## src/rtl/redux_mem_arbiter.sv

```systemverilog
// Two-port arbiter for the Redux 256x8 data memory: cpu vs debug, fixed priority with
// starvation protection and debug burst lock. Define REDUX_ARB_RR_EN for round-robin tie-break.
module redux_mem_arbiter #(
  parameter int unsigned ADDR_W   = 8,
  parameter int unsigned DATA_W   = 8,
  parameter int unsigned MAX_WAIT = 4
) (
  input  logic              clk,
  input  logic              reset,
  input  logic              cpu_req,
  input  logic              cpu_we,
  input  logic [ADDR_W-1:0] cpu_addr,
  input  logic [DATA_W-1:0] cpu_wdata,
  output logic              cpu_gnt,
  output logic              cpu_rvalid,
  output logic [DATA_W-1:0] cpu_rdata,
  input  logic              dbg_req,
  input  logic              dbg_we,
  input  logic [ADDR_W-1:0] dbg_addr,
  input  logic [DATA_W-1:0] dbg_wdata,
  input  logic              dbg_lock,
  output logic              dbg_gnt,
  output logic              dbg_rvalid,
  output logic [DATA_W-1:0] dbg_rdata,
  output logic              mem_en,
  output logic              mem_we,
  output logic [ADDR_W-1:0] mem_addr,
  output logic [DATA_W-1:0] mem_wdata,
  input  logic [DATA_W-1:0] mem_rdata
);

  typedef enum logic [1:0] {IDLE, OWN_CPU, OWN_DBG} owner_t;

  localparam logic [3:0] WAIT_MAX = 4'(MAX_WAIT);

  owner_t     r_state, w_state_nxt;
  logic [3:0] r_cpu_wait, r_dbg_wait;
  logic [3:0] w_cpu_wait_nxt, w_dbg_wait_nxt;
  logic       r_cpu_rvalid, r_dbg_rvalid;
  logic       w_cpu_req, w_dbg_req, w_pick_dbg;

  always_ff @(posedge clk or negedge reset) begin
    if (!reset) begin
      r_state      <= IDLE;
      r_cpu_wait   <= '0;
      r_dbg_wait   <= '0;
      r_cpu_rvalid <= 1'b0;
      r_dbg_rvalid <= 1'b0;
    end else begin
      r_state      <= w_state_nxt;
      r_cpu_wait   <= w_cpu_wait_nxt;
      r_dbg_wait   <= w_dbg_wait_nxt;
      r_cpu_rvalid <= cpu_gnt & ~cpu_we;
      r_dbg_rvalid <= dbg_gnt & ~dbg_we;
    end
  end

  always_comb begin
    // Requests are masked by reset so grants and memory strobes are 0 while reset is low.
    w_cpu_req      = cpu_req & reset;
    w_dbg_req      = dbg_req & reset;
    w_pick_dbg     = 1'b0;
    w_state_nxt    = IDLE;
    w_cpu_wait_nxt = '0;
    w_dbg_wait_nxt = '0;
    cpu_gnt        = 1'b0;
    dbg_gnt        = 1'b0;
    mem_en         = 1'b0;
    mem_we         = 1'b0;
    mem_addr       = '0;
    mem_wdata      = '0;

    if (w_cpu_req && w_dbg_req) begin
      if (r_dbg_wait == WAIT_MAX)
        w_pick_dbg = 1'b1;
      else if (r_cpu_wait == WAIT_MAX)
        w_pick_dbg = 1'b0;
      else if (r_state == OWN_DBG && dbg_lock)
        w_pick_dbg = 1'b1;
      else begin
`ifdef REDUX_ARB_RR_EN
        w_pick_dbg = (r_state == OWN_CPU);
`else
        w_pick_dbg = 1'b0;
`endif
      end
    end else begin
      w_pick_dbg = w_dbg_req;
    end

    cpu_gnt = w_cpu_req & ~w_pick_dbg;
    dbg_gnt = w_dbg_req & w_pick_dbg;

    if (dbg_gnt) begin
      w_state_nxt = OWN_DBG;
      mem_en      = 1'b1;
      mem_we      = dbg_we;
      mem_addr    = dbg_addr;
      mem_wdata   = dbg_wdata;
    end else if (cpu_gnt) begin
      // A starvation slot taken by cpu does not break an active debug lock.
      w_state_nxt = (r_state == OWN_DBG && dbg_lock && w_dbg_req) ? OWN_DBG : OWN_CPU;
      mem_en      = 1'b1;
      mem_we      = cpu_we;
      mem_addr    = cpu_addr;
      mem_wdata   = cpu_wdata;
    end

    if (w_cpu_req && !cpu_gnt)
      w_cpu_wait_nxt = (r_cpu_wait < WAIT_MAX) ? r_cpu_wait + 4'd1 : r_cpu_wait;
    if (w_dbg_req && !dbg_gnt)
      w_dbg_wait_nxt = (r_dbg_wait < WAIT_MAX) ? r_dbg_wait + 4'd1 : r_dbg_wait;
  end

  assign cpu_rvalid = r_cpu_rvalid;
  assign dbg_rvalid = r_dbg_rvalid;
  assign cpu_rdata  = r_cpu_rvalid ? mem_rdata : '0;
  assign dbg_rdata  = r_dbg_rvalid ? mem_rdata : '0;

endmodule

```

## config.mk

```make
export PLATFORM = sky130hd
export DESIGN_NAME = redux_mem_arbiter
export DESIGN_NICKNAME = d
export VERILOG_FILES = /design/src/rtl/redux_mem_arbiter.sv
export SDC_FILE = /design/constraint.sdc
export NUM_CORES = 1
export LEC_CHECK = 0
export ABC_AREA = 1
export CORE_MARGIN = 1.5
export CORE_UTILIZATION = 30
export CTS_BUF_LIST = sky130_fd_sc_hd__clkbuf_16
export DETAILED_ROUTE_END_ITERATION = 6
export PLACE_DENSITY = 0.77
export SLEW_MARGIN = 10
export SYNTH_ARGS = -nofsm -noshare
export SYNTH_HDL_FRONTEND = slang
export SYNTH_SLANG_ARGS = --single-unit
```

## constraint.sdc

```tcl
create_clock -name clk -period 2.1 [get_ports clk]
set_input_delay 0.63 -clock clk [delete_from_list [all_inputs] [get_ports clk]]
set_output_delay 0.63 -clock clk [all_outputs]
set_load 0.01 [all_outputs]
```

==> out/metrics.json, run 1 <==
{
  "run_status": {
    "run_status": "complete, but fails checks",
    "violations": "setup timing"
  },
  "synthesis": {
    "synth_simple_gate_area_share_pct": 44.6,
    "synth.net_count": 206,
    "complex_gate_fraction_of_the_synthesized_area_pct": 2.06,
    "yosysTopAreaCellShare_pct": 30.8,
    "netlist_area_um2": 973,
    "synth-xor-area-share_pct": 1.80,
    "largest_family_of_logic_cells_by_synthesized_area": "simple AND/OR/NAND/NOR gates",
    "ys_warn_count": 0,
    "synth_top_cell_by_area": "dfrtp_1",
    "ys_seq_area_share_pct": 30.8,
    "synth_top_cells_by_area": "dfrtp_1 31%, nand3_1 19%, nand2_1 16%",
    "synth_cells": 155,
    "post_synthesis_average_cell_area_um2": 6.28,
    "post_synth_fa_ha_maj_area_fraction_pct": 5.14,
    "synth-seq-cells": 12,
    "synthMuxAreaShare_pct": 0,
    "post_synth_num_cell_types": 16
  },
  "cts": {
    "h-tree-depth": 1,
    "clkSinkCount": 12,
    "post_cts_hold_buffer_count": 0,
    "clk_latency_ps": 240,
    "worst_setup_hold_path_clk_slew_ps": 50,
    "clock-root-buffer": "clkbuf_16",
    "numCtsBuffers": 3,
    "clock_tree_from_tritoncts": "built",
    "cts_max_path_buffers": 2
  },
  "finish": {
    "synthToLayoutAreaGrowth_pct": 138,
    "nNetsFinal": 324,
    "fraction_of_final_layout_cells_sized_beyond_drive_strength_1_pct": 42.3,
    "final_core_util_pct": 75.4,
    "n_antenna_cell": 0,
    "finish.instance_area_um2": 2320
  },
  "global_routing": {
    "pin_count_of_the_biggest_net_entering_global_routing": 18,
    "antenna_found_initial": 0,
    "first_global_vias": 1409,
    "grt_overflow_total": 0,
    "grt_usage_pct": 23.0,
    "grt_first_pass_wirelength_um": 6150
  },
  "timing": {
    "hold_ws_ps": 362,
    "worst_slew_pin_slew_ps": 263,
    "clock_skew_ps": 2.02,
    "worst_slack_ps": -213,
    "min_period_ps": 2310,
    "rsz_0062_raised_after_global_routing": "true",
    "fin_crit_sh_pct": 110,
    "count_of_final_max_slew_check_failures": 0,
    "finalHoldViolations": 0,
    "fmaxAchievable_ghz": 0.432,
    "timing.slew.headroom_pct": 82.4,
    "final-setup-viol-count": 19
  },
  "setup_path": {
    "critPathBufInv": 3,
    "r2r_start": "r_cpu_wait[0]",
    "rr_worst_depth": 11,
    "worstSetupStartpointType": "input pin",
    "worst_setup_path_end_kind": "output port",
    "crit_path_max_fanout": 6,
    "worst_path_dominant_cell_family": "simple AND/OR/NAND/NOR gates",
    "worst-path-stages": 9,
    "critical_path_class": "input pin to output port",
    "crit_arrival_ps": 1680,
    "worst_ep_required_time_ps": 1470,
    "critical-path-max-stage-delay_ps": 170,
    "timing.critical_path.from": "dbg_req",
    "critical_path.cell_chain": "clkdlybuf4s15_1 > nand2_2 > nor2_4 > nand3_4 > nand2_8 > buf_12 > nand3_1 > nand2_2 > buf_6",
    "crit_path_top_delay_cell": "clkdlybuf4s15_1",
    "crit_top_cell": "nand2_2"
  },
  "place": {
    "io_buffer_count": 84,
    "dpl_worst_slack_ps": -960,
    "dpl-instance-area_um2": 2040,
    "detailed_place_hpwl_um": 2640,
    "place_congestion": 0.744
  },
  "die": {
    "die_h_um": 60.0,
    "core.rowCount": 20,
    "ioPinCount": 85,
    "initial_core_util_pct": 31.6,
    "floorplan.die.width_um": 60.0,
    "coreArea_um2": 3080,
    "dieArea_um2": 3600
  },
  "flow_run": {
    "timing.max_cap.violations": 0
  },
  "routing": {
    "num_vias": 1465,
    "wl_per_cell_um": 13.1,
    "number_of_design_rule_violations_left_after_detail_routing": 0,
    "drtIter0Drc": 50,
    "detail_route.wirelength_um": 4120,
    "count_of_tritonroute_iterations_in_the_first_routing_pass": 4,
    "detail_route.vias_per_cell": 4.64,
    "ant_nets": 0
  },
  "min_path": {
    "min-delay-path-class": "input pin to async pin"
  },
  "pwr": {
    "power.static_leakage_nw": 1.25,
    "max-vdd-ir-drop_mv": 0.232,
    "power_density_nw_per_um2": 386
  }
}
-- metal layers --
layer	wire [um]	share of wire [%]	track usage, %	vias to the layer above
met5	0	0	0	-
met4	81	2.0	8.25	0
met3	366	8.9	6.71	7
met2	2230	54	43.8	76
met1	1450	35	23.4	670
li1	-	-	-	712
-- per-stage QoR --
stage / power [mW] / TNS, ps / instances
floorplan: 0.325 / 0 / 155
global placement: 0.521 / -21870 / 300
detailed placement: 0.525 / -22550 / 300
CTS: 0.886 / -3310 / 313
global route: 0.931 / -4490 / 316
finish: 0.896 / -3340 / 316
-- sequential cells by signal (all words and copies together), names as in the netlist --
| signal | flops |
|---|---|
| cpu_rvalid | 1 |
| dbg_rvalid | 1 |
| r_cpu_wait | 4 |
| r_dbg_wait | 4 |
| r_state | 2 |
-- worst paths after layout --
check | endpoint | slack (ps)
max | mem_we | -210
min reg2reg | r_state[1] | 590
max in group asynchronous | cpu_rvalid | 1580
max reg2reg | r_dbg_wait[0] | 360
min | r_cpu_wait[1] | 360
min in group clk | r_state[1] | 590
-- synthesized netlist by cell type --
cell	count
inv_1	24
nor2_1	16
buf_6	2
nor2_4	1
a21oi_1	4
nand3_2	1
clkinv_1	1
nand3_1	36
clkbuf_1	2
ha_1	4
nand2_1	41
inv_2	2
dfrtp_1	12
nand2_2	3
buf_2	4
xor2_1	2
-- cell usage in the layout, fill, tap and decap left out, types with 5 or more instances in the layout --
cell,instances
inv_2,5
buf_6,9
clkbuf_2,15
nand3_2,16
inv_1,19
clkdlybuf4s50_1,44
nand3_1,17
nand2_2,5
buf_2,16
dfrtp_1,12
buf_4,27
nor2_1,15
nand2_1,36
-- where the power goes --
part           total [mW]  switching [mW]  internal, mW  leakage, nW
logic               0.304           0.128         0.176         1.05
registers           0.241         0.00473         0.236        0.165
clock network       0.352           0.101         0.251       0.0385
total               0.896           0.233         0.663         1.25
-- layout make-up --
| cell class | count | area, um2 |
|---|---|---|
| sequential | 12 | 300 |
| clock inverter | 1 | 3.75 |
| multi-input combinational | 108 | 706 |
| inverter | 27 | 106 |
| clock buffer | 3 | 75.1 |
| fill | 243 | 758 |
| timing repair buffer | 121 | 1070 |
| tap | 44 | 55.1 |
-- logic make-up after synthesis --
kind of cell,after synthesis
flops,12
fa+ha+maj,4
buf+inv,35
simple gates,98
xor+xnor,2
compound gates,4
-- what timing repair did --
action,in CTS,in global routing
cloned,2,0
endpoints found under the hold margin,0,0
buffers inserted,9,3
pin swaps,27,11
resized for setup,157,36
endpoints found under the setup margin,36,34
Note: power is estimated with default switching activity, not from simulation.
==> inputs of run 2 (changes only) <==
Settings changed: CORE_UTILIZATION 30 to 31, PLACE_DENSITY 0.77 to 0.79.
==> run 2 against run 1 <==
The run still ends with setup timing left. Critical path depth grew 1. Maximum frequency is 3.3% higher. Cell count fell by 2.2%. Global-route usage down 1.8 points. Sequential share of layout area increased by 1.0 points. Sequential power about the same. Worst hold slack better by 24 ps. Via count fell by 5.6%. First-iteration DRC count decreased by 64%. Register-to-register slack improved by 240 ps. Non-clock buffer count shrank 7. Critical endpoint is now mem_addr[3]. Largest cell class unchanged. Largest power group unchanged. Highest routed layer unchanged.
==> out/metrics.json, run 2 (synthesis gave the netlist of run 1 again) <==
{
  "setup_path": {
    "crit_arrival": {"value": 1610, "unit": "ps", "change": "was 1680 ps"},
    "r2r_start": {"value": "r_dbg_wait[0]", "change": "was r_cpu_wait[0]"},
    "critical_path_class": {"value": "flop to output port", "change": "was input pin to output port"},
    "critPathBufInv": {"value": 3, "change": "unchanged"},
    "critical_path.cell_chain": {"value": "inv_2 > ha_4 > nand3_2 > nand2_2 > nand3_4 > nand2_4 > buf_6 > nand3_2 > nand2_1 > buf_2", "change": "was clkdlybuf4s15_1 > nand2_2 > nor2_4 > nand3_4 > nand2_8 > buf_12 > nand3_1 > nand2_2 > buf_6"},
    "timing.critical_path.from": {"value": "r_cpu_wait[1]", "change": "was dbg_req"},
    "crit_path_top_delay_cell": {"value": "dfrtp_1", "change": "was clkdlybuf4s15_1"},
    "crit_top_cell": {"value": "nand3_2", "change": "was nand2_2"},
    "ff2ff_setup_slack": {"value": 600, "unit": "ps", "change": "was 360 ps"},
    "worst_setup_path_end_kind": {"value": "output port", "change": "unchanged"},
    "critical-path-max-stage-delay": {"value": 390, "unit": "ps", "change": "was 170 ps"},
    "setup.worst_path.end": {"value": "mem_addr[3]", "change": "was mem_we"},
    "worst_path_dominant_cell_family": {"value": "simple AND/OR/NAND/NOR gates", "change": "unchanged"},
    "worst_ep_required_time": {"value": 1470, "unit": "ps", "change": "about the same"},
    "worst_r2r_endpoint": {"value": "dbg_rvalid", "change": "was r_dbg_wait[0]"},
    "crit_path_max_fanout": {"value": 5, "change": "was 6"},
    "worst-path-stages": {"value": 10, "change": "was 9"},
    "rr_worst_depth": {"value": 9, "change": "was 11"},
    "worstSetupStartpointType": {"value": "flop", "change": "was input pin"}
  },
  "timing": {
    "tns": {"value": -2280, "unit": "ps", "change": "was -3340 ps"},
    "fmaxAchievable": {"value": 0.447, "unit": "GHz", "change": "was 0.432 GHz"},
    "worst_slew_pin_slew": {"value": 256, "unit": "ps", "change": "was 263 ps"},
    "clock_skew": {"value": 1.02, "unit": "ps", "change": "was 2.02 ps"},
    "worst_slack": {"value": -139, "unit": "ps", "change": "was -213 ps"},
    "min_period": {"value": 2240, "unit": "ps", "change": "was 2310 ps"},
    "finalHoldViolations": {"value": 0, "change": "unchanged"},
    "rsz_0062_raised_after_global_routing": {"value": "true", "change": "unchanged"},
    "fin_crit_sh": {"value": 107, "unit": "%", "change": "was 110%"},
    "timing.slew.headroom": {"value": 83.0, "unit": "%", "change": "was 82.4%"},
    "final-setup-viol-count": {"value": 19, "change": "unchanged"},
    "count_of_final_max_slew_check_failures": {"value": 0, "change": "unchanged"}
  },
  "global_routing": {
    "antenna_found_initial": {"value": 0, "change": "unchanged"},
    "pin_count_of_the_biggest_net_entering_global_routing": {"value": 19, "change": "was 18"},
    "grt_first_pass_wirelength": {"value": 5590, "unit": "um", "change": "was 6150 um"},
    "grt_usage": {"value": 21.2, "unit": "%", "change": "was 23.0%"},
    "grt_overflow_total": {"value": 0, "change": "unchanged"},
    "first_global_vias": {"value": 1360, "change": "was 1409"}
  },
  "place": {
    "place_congestion": {"value": 0.732, "change": "was 0.744"},
    "io_buffer_count": {"value": 84, "change": "unchanged"},
    "detailed_place_hpwl": {"value": 2570, "unit": "um", "change": "was 2640 um"},
    "dpl-instance-area": {"value": 2020, "unit": "um2", "change": "was 2040 um2"}
  },
  "die": {
    "initial_core_util": {"value": 32.1, "unit": "%", "change": "was 31.6%"},
    "core.rowCount": {"value": 20, "change": "unchanged"},
    "die_h": {"value": 59.0, "unit": "um", "change": "was 60.0 um"},
    "coreArea": {"value": 3030, "unit": "um2", "change": "was 3080 um2"},
    "dieArea": {"value": 3490, "unit": "um2", "change": "was 3600 um2"},
    "ioPinCount": {"value": 85, "change": "unchanged"},
    "floorplan.die.width": {"value": 59.0, "unit": "um", "change": "was 60.0 um"}
  },
  "routing": {
    "count_of_tritonroute_iterations_in_the_first_routing_pass": {"value": 4, "change": "unchanged"},
    "num_vias": {"value": 1383, "change": "was 1465"},
    "wl_per_cell": {"value": 11.4, "unit": "um", "change": "was 13.1 um"},
    "detail_route.wirelength": {"value": 3510, "unit": "um", "change": "was 4120 um"},
    "ant_nets": {"value": 0, "change": "unchanged"},
    "detail_route.vias_per_cell": {"value": 4.48, "change": "was 4.64"},
    "number_of_design_rule_violations_left_after_detail_routing": {"value": 0, "change": "unchanged"},
    "drtIter0Drc": {"value": 18, "change": "was 50"}
  },
  "finish": {
    "nNetsFinal": {"value": 317, "change": "was 324"},
    "fillCellCount": {"value": 249, "change": "was 243"},
    "final_cell_mix": {"value": "44 x clkdlybuf4s50_1, 38 x nand2_1, 22 x buf_4", "change": "was 44 x clkdlybuf4s50_1, 36 x nand2_1, 27 x buf_4"},
    "finish.instance_area": {"value": 2150, "unit": "um2", "change": "was 2320 um2"},
    "synthToLayoutAreaGrowth": {"value": 121, "unit": "%", "change": "was 138%"},
    "n_antenna_cell": {"value": 0, "change": "unchanged"},
    "fraction_of_final_layout_cells_sized_beyond_drive_strength_1": {"value": 40.4, "unit": "%", "change": "was 42.3%"},
    "commonest_non_fill_non_tap_cell_in_the_layout": {"value": "clkdlybuf4s50_1", "change": "unchanged"},
    "top_regs": {"value": "r_cpu_wait: 4 flops, r_dbg_wait: 4 flops, r_state: 2 flops", "change": "unchanged"}
  },
  "pwr": {
    "finalPower": {"value": 0.862, "unit": "mW", "change": "was 0.896 mW"},
    "max-vdd-ir-drop": {"value": 0.239, "unit": "mV", "change": "was 0.232 mV"},
    "power_density": {"value": 401, "unit": "nW/um2", "change": "was 386 nW/um2"},
    "power.static_leakage": {"value": 1.19, "unit": "nW", "change": "was 1.25 nW"}
  },
  "cts": {
    "h-tree-depth": {"value": 1, "change": "unchanged"},
    "clock-root-buffer": {"value": "clkbuf_16", "change": "unchanged"},
    "post_cts_hold_buffer_count": {"value": 0, "change": "unchanged"},
    "clock_tree_from_tritoncts": {"value": "built", "change": "unchanged"},
    "numCtsBuffers": {"value": 3, "change": "unchanged"},
    "clkSinkCount": {"value": 12, "change": "unchanged"},
    "clk_latency": {"value": 240, "unit": "ps", "change": "about the same"},
    "cts_max_path_buffers": {"value": 2, "change": "unchanged"},
    "worst_setup_hold_path_clk_slew": {"value": 40, "unit": "ps", "change": "was 50 ps"}
  },
  "run_status": {
    "violations": {"value": "setup timing", "change": "unchanged"},
    "run_status": {"value": "complete, but fails checks", "change": "unchanged"}
  },
  "flow_run": {
    "timing.max_cap.violations": {"value": 0, "change": "unchanged"}
  },
  "min_path": {
    "min-delay-path-class": {"value": "input pin to async pin", "change": "unchanged"}
  }
}
[run 2: worst reg2reg max path: cells and delay by family, from the launching register on]
family / cells / cell delay (ps)
adders and majority gates: 1 / 180
buffers and inverters: 4 / 460
DFF: 1 / 380
and+or+nand+nor: 4 / 410
[run 2: worst min-delay path by stage]
stage | to | slack, ps | cells past startpoint
2_1_floorplan | cpu_rvalid | 330 | 0
3_3_place_gp | r_state[1] | 530 | 3
3_5_place_dp | r_state[1] | 530 | 3
4_1_cts | r_dbg_wait[1] | 360 | 2
5_1_grt | r_dbg_wait[3] | 400 | 2
6_report | r_dbg_wait[1] | 390 | 2
[run 2: repair_timing]
item | 4_1_cts | 5_1_grt
buffers inserted | 4 | 1
pin swaps | 22 | 15
gates cloned | 2 | 0
endpoints found under the setup margin | 36 | 35
resized for setup | 144 | 37
[run 2: cell type report]
cell class / count / area (um2) / area share, %
Clock buffer: 3 / 75.1 / 3.50
Timing Repair Buffer: 114 / 952 / 44.3
Sequential cell: 12 / 300 / 14.0
Clock inverter: 1 / 3.75 / 0.175
Multi-Input combinational cell: 108 / 659 / 30.7
Inverter: 27 / 101 / 4.72
Tap cell: 44 / 55.1 / 2.56
[run 2: metal layers]
metal,routed length [um],global-route usage (%),vias to the layer above
met5,0,0,-
met4,41,6.49,0
met3,369,8.08,7
met2,1810,38.4,75
met1,1290,22.5,602
li1,-,-,699
[run 2: report_power, final]
part	switching, mW	leakage [nW]	internal [mW]
combinational	0.114	0.982	0.158
sequential	0.00444	0.165	0.236
clock	0.0985	0.0385	0.251
[run 2: through the flow]
stage / setup WS, ps / util [%] / hold slack (ps) / std cells
4_1_cts: -176 / 71.4 / 362 / 308
2_1_floorplan: 172 / - / 334 / 155
3_3_place_gp: -914 / 66.6 / 531 / 298
5_1_grt: -229 / 70.9 / 399 / 309
6_report: -139 / 70.9 / 386 / 309
3_5_place_dp: -937 / 66.6 / 531 / 298
==> inputs of run 3 (changes only) <==
Settings changed: CORE_ASPECT_RATIO from default to 0.5.
==> run 3 against run 2 <==
The run still ends with setup timing left. Combinational power up 19%. First-iteration DRC count rose to 4.1 times the previous value. Global-route usage up 5.0 points. Sequential cell count unchanged. Sequential power about the same. Total power up 7.9%. Largest power group unchanged.
==> out/metrics.json, run 3 (synthesis gave the netlist of run 1 again) <==
{
  "cts": {
    "clock-root-buffer": {"value": "clkbuf_16", "change": "unchanged"},
    "worst_setup_hold_path_clk_slew": {"value": 50, "unit": "ps", "change": "was 40 ps"},
    "post_cts_hold_buffer_count": {"value": 0, "change": "unchanged"},
    "clkSinkCount": {"value": 12, "change": "unchanged"},
    "clock_tree_from_tritoncts": {"value": "built", "change": "unchanged"},
    "numCtsBuffers": {"value": 3, "change": "unchanged"},
    "cts_max_path_buffers": {"value": 2, "change": "unchanged"},
    "h-tree-depth": {"value": 1, "change": "unchanged"},
    "clk_latency": {"value": 250, "unit": "ps", "change": "was 240 ps"}
  },
  "setup_path": {
    "crit_arrival": {"value": 1730, "unit": "ps", "change": "was 1610 ps"},
    "rr_worst_depth": {"value": 9, "change": "unchanged"},
    "worst_setup_path_end_kind": {"value": "output port", "change": "unchanged"},
    "worstSetupStartpointType": {"value": "input pin", "change": "was flop"},
    "worst_ep_required_time": {"value": 1470, "unit": "ps", "change": "about the same"},
    "crit_path_max_fanout": {"value": 6, "change": "was 5"},
    "critical_path_class": {"value": "input pin to output port", "change": "was flop to output port"}
  },
  "place": {
    "dpl-instance-area": {"value": 2020, "unit": "um2", "change": "about the same"},
    "detailed_place_hpwl": {"value": 2540, "unit": "um", "change": "was 2570 um"},
    "io_buffer_count": {"value": 84, "change": "unchanged"},
    "place_congestion": {"value": 0.757, "change": "was 0.732"}
  },
  "global_routing": {
    "pin_count_of_the_biggest_net_entering_global_routing": {"value": 19, "change": "unchanged"},
    "grt_overflow_total": {"value": 0, "change": "unchanged"},
    "antenna_found_initial": {"value": 0, "change": "unchanged"},
    "grt_first_pass_wirelength": {"value": 6850, "unit": "um", "change": "was 5590 um"},
    "grt_usage": {"value": 26.1, "unit": "%", "change": "was 21.2%"},
    "first_global_vias": {"value": 1447, "change": "was 1360"}
  },
  "routing": {
    "ant_nets": {"value": 0, "change": "unchanged"},
    "number_of_design_rule_violations_left_after_detail_routing": {"value": 0, "change": "unchanged"},
    "drtIter0Drc": {"value": 74, "change": "was 18"},
    "detail_route.vias_per_cell": {"value": 4.75, "change": "was 4.48"},
    "wl_per_cell": {"value": 15.1, "unit": "um", "change": "was 11.4 um"},
    "count_of_tritonroute_iterations_in_the_first_routing_pass": {"value": 5, "change": "was 4"},
    "detail_route.wirelength": {"value": 4780, "unit": "um", "change": "was 3510 um"},
    "num_vias": {"value": 1501, "change": "was 1383"}
  },
  "finish": {
    "final_cell_mix": {"value": "44 x clkdlybuf4s50_1, 36 x nand2_1, 31 x buf_4", "change": "was 44 x clkdlybuf4s50_1, 38 x nand2_1, 22 x buf_4"},
    "finish.instance_area": {"value": 2370, "unit": "um2", "change": "was 2150 um2"},
    "commonest_non_fill_non_tap_cell_in_the_layout": {"value": "clkdlybuf4s50_1", "change": "unchanged"},
    "top_regs": {"value": "r_cpu_wait: 4 flops, r_dbg_wait: 4 flops, r_state: 2 flops", "change": "unchanged"},
    "n_antenna_cell": {"value": 0, "change": "unchanged"},
    "final_core_util": {"value": 79.2, "unit": "%", "change": "was 70.9%"},
    "nNetsFinal": {"value": 328, "change": "was 317"},
    "fillCellCount": {"value": 176, "change": "was 249"},
    "synthToLayoutAreaGrowth": {"value": 144, "unit": "%", "change": "was 121%"},
    "fraction_of_final_layout_cells_sized_beyond_drive_strength_1": {"value": 46.4, "unit": "%", "change": "was 40.4%"}
  },
  "timing": {
    "count_of_final_max_slew_check_failures": {"value": 0, "change": "unchanged"},
    "worst_slew_pin_slew": {"value": 289, "unit": "ps", "change": "was 256 ps"},
    "timing.slew.headroom": {"value": 80.6, "unit": "%", "change": "was 83.0%"},
    "worst_slack": {"value": -263, "unit": "ps", "change": "was -139 ps"},
    "rsz_0062_raised_after_global_routing": {"value": "true", "change": "unchanged"},
    "min_period": {"value": 2360, "unit": "ps", "change": "was 2240 ps"},
    "clock_skew": {"value": 1.21, "unit": "ps", "change": "was 1.02 ps"},
    "fmaxAchievable": {"value": 0.423, "unit": "GHz", "change": "was 0.447 GHz"},
    "fin_crit_sh": {"value": 113, "unit": "%", "change": "was 107%"},
    "final-setup-viol-count": {"value": 19, "change": "unchanged"},
    "finalHoldViolations": {"value": 0, "change": "unchanged"}
  },
  "die": {
    "dieArea": {"value": 3510, "unit": "um2", "change": "was 3490 um2"},
    "ioPinCount": {"value": 85, "change": "unchanged"},
    "coreArea": {"value": 3000, "unit": "um2", "change": "was 3030 um2"},
    "die_h": {"value": 42.6, "unit": "um", "change": "was 59.0 um"},
    "floorplan.die.width": {"value": 82.2, "unit": "um", "change": "was 59.0 um"},
    "initial_core_util": {"value": 32.5, "unit": "%", "change": "was 32.1%"},
    "core.rowCount": {"value": 14, "change": "was 20"}
  },
  "pwr": {
    "max-vdd-ir-drop": {"value": 0.685, "unit": "mV", "change": "was 0.239 mV"},
    "power_density": {"value": 392, "unit": "nW/um2", "change": "was 401 nW/um2"},
    "power.static_leakage": {"value": 1.28, "unit": "nW", "change": "was 1.19 nW"},
    "finalPower": {"value": 0.930, "unit": "mW", "change": "was 0.862 mW"}
  },
  "run_status": {
    "violations": {"value": "setup timing", "change": "unchanged"},
    "run_status": {"value": "complete, but fails checks", "change": "unchanged"}
  },
  "min_path": {
    "min-delay-path-class": {"value": "input pin to async pin", "change": "unchanged"}
  },
  "flow_run": {
    "timing.max_cap.violations": {"value": 0, "change": "unchanged"}
  }
}
[run 3: cell count changes in the layout (fill, tap and decap cells not counted), sizes merged]
cell,before,now
clkdlybuf4s15,3,2
buf,51,63
[run 3: timing repair]
action | CTS | global route
endpoints found under the setup margin | 36 | 35
setup buffers | 12 | 4
gates cloned | 3 | 0
endpoints found under the hold margin | 0 | 0
pin swaps | 27 | 13
gates resized for setup | 169 | 30
[run 3: where the power goes]
part / switching (mW) / internal [mW]
clock: 0.113 / 0.252
sequential: 0.00463 / 0.236
combinational: 0.140 / 0.185
[run 3: routing by layer]
metal | share of wire (%) | global-route usage (%)
met5 | 0 | 0
met4 | 0.84 | 8.81
met3 | 9.4 | 8.48
met2 | 50 | 46.2
met1 | 40 | 29.4
[run 3: final cells by class]
cell class | instances | area (um2) | area share (%)
clock buffers | 3 | 75.1 | 3.16
clock inverters | 1 | 3.75 | 0.158
inverters | 27 | 106 | 4.48
multi-input cells | 108 | 733 | 30.9
flip-flops and latches | 12 | 300 | 12.7
well taps | 40 | 50.0 | 2.11
repair buffers | 125 | 1100 | 46.5
[run 3: path summary, 6_finish.rpt]
check	start	endpoint	slack (ps)
max	reset	mem_addr[1]	-260
min	reset	r_dbg_wait[3]	360
max reg2reg	r_dbg_wait[1]	dbg_rvalid	540
min reg2reg	r_dbg_wait[3]	r_dbg_wait[1]	640
max in group asynchronous	reset	r_cpu_wait[2]	1600
min in group clk	r_dbg_wait[3]	r_dbg_wait[1]	640
[run 3: per-stage QoR]
| step | instances | hold slack [ps] | TNS, ps | setup WS [ps] |
|---|---|---|---|---|
| finish | 316 | 359 | -3660 | -263 |
| global route | 316 | 363 | -4800 | -306 |
| CTS | 313 | 340 | -2840 | -216 |
| detailed placement | 294 | 595 | -23210 | -976 |
| global placement | 294 | 584 | -22020 | -928 |
| floorplan | 155 | 334 | 0 | 172 |
[run 3: worst max-delay path: stages]
cell     delay (ps)
buf_2           140
nand2_2         100
nor2_4          150
nand3_4         120
nand2_8         130
buf_12          120
nand3_1          80
nand2_1         110
buf_2           150
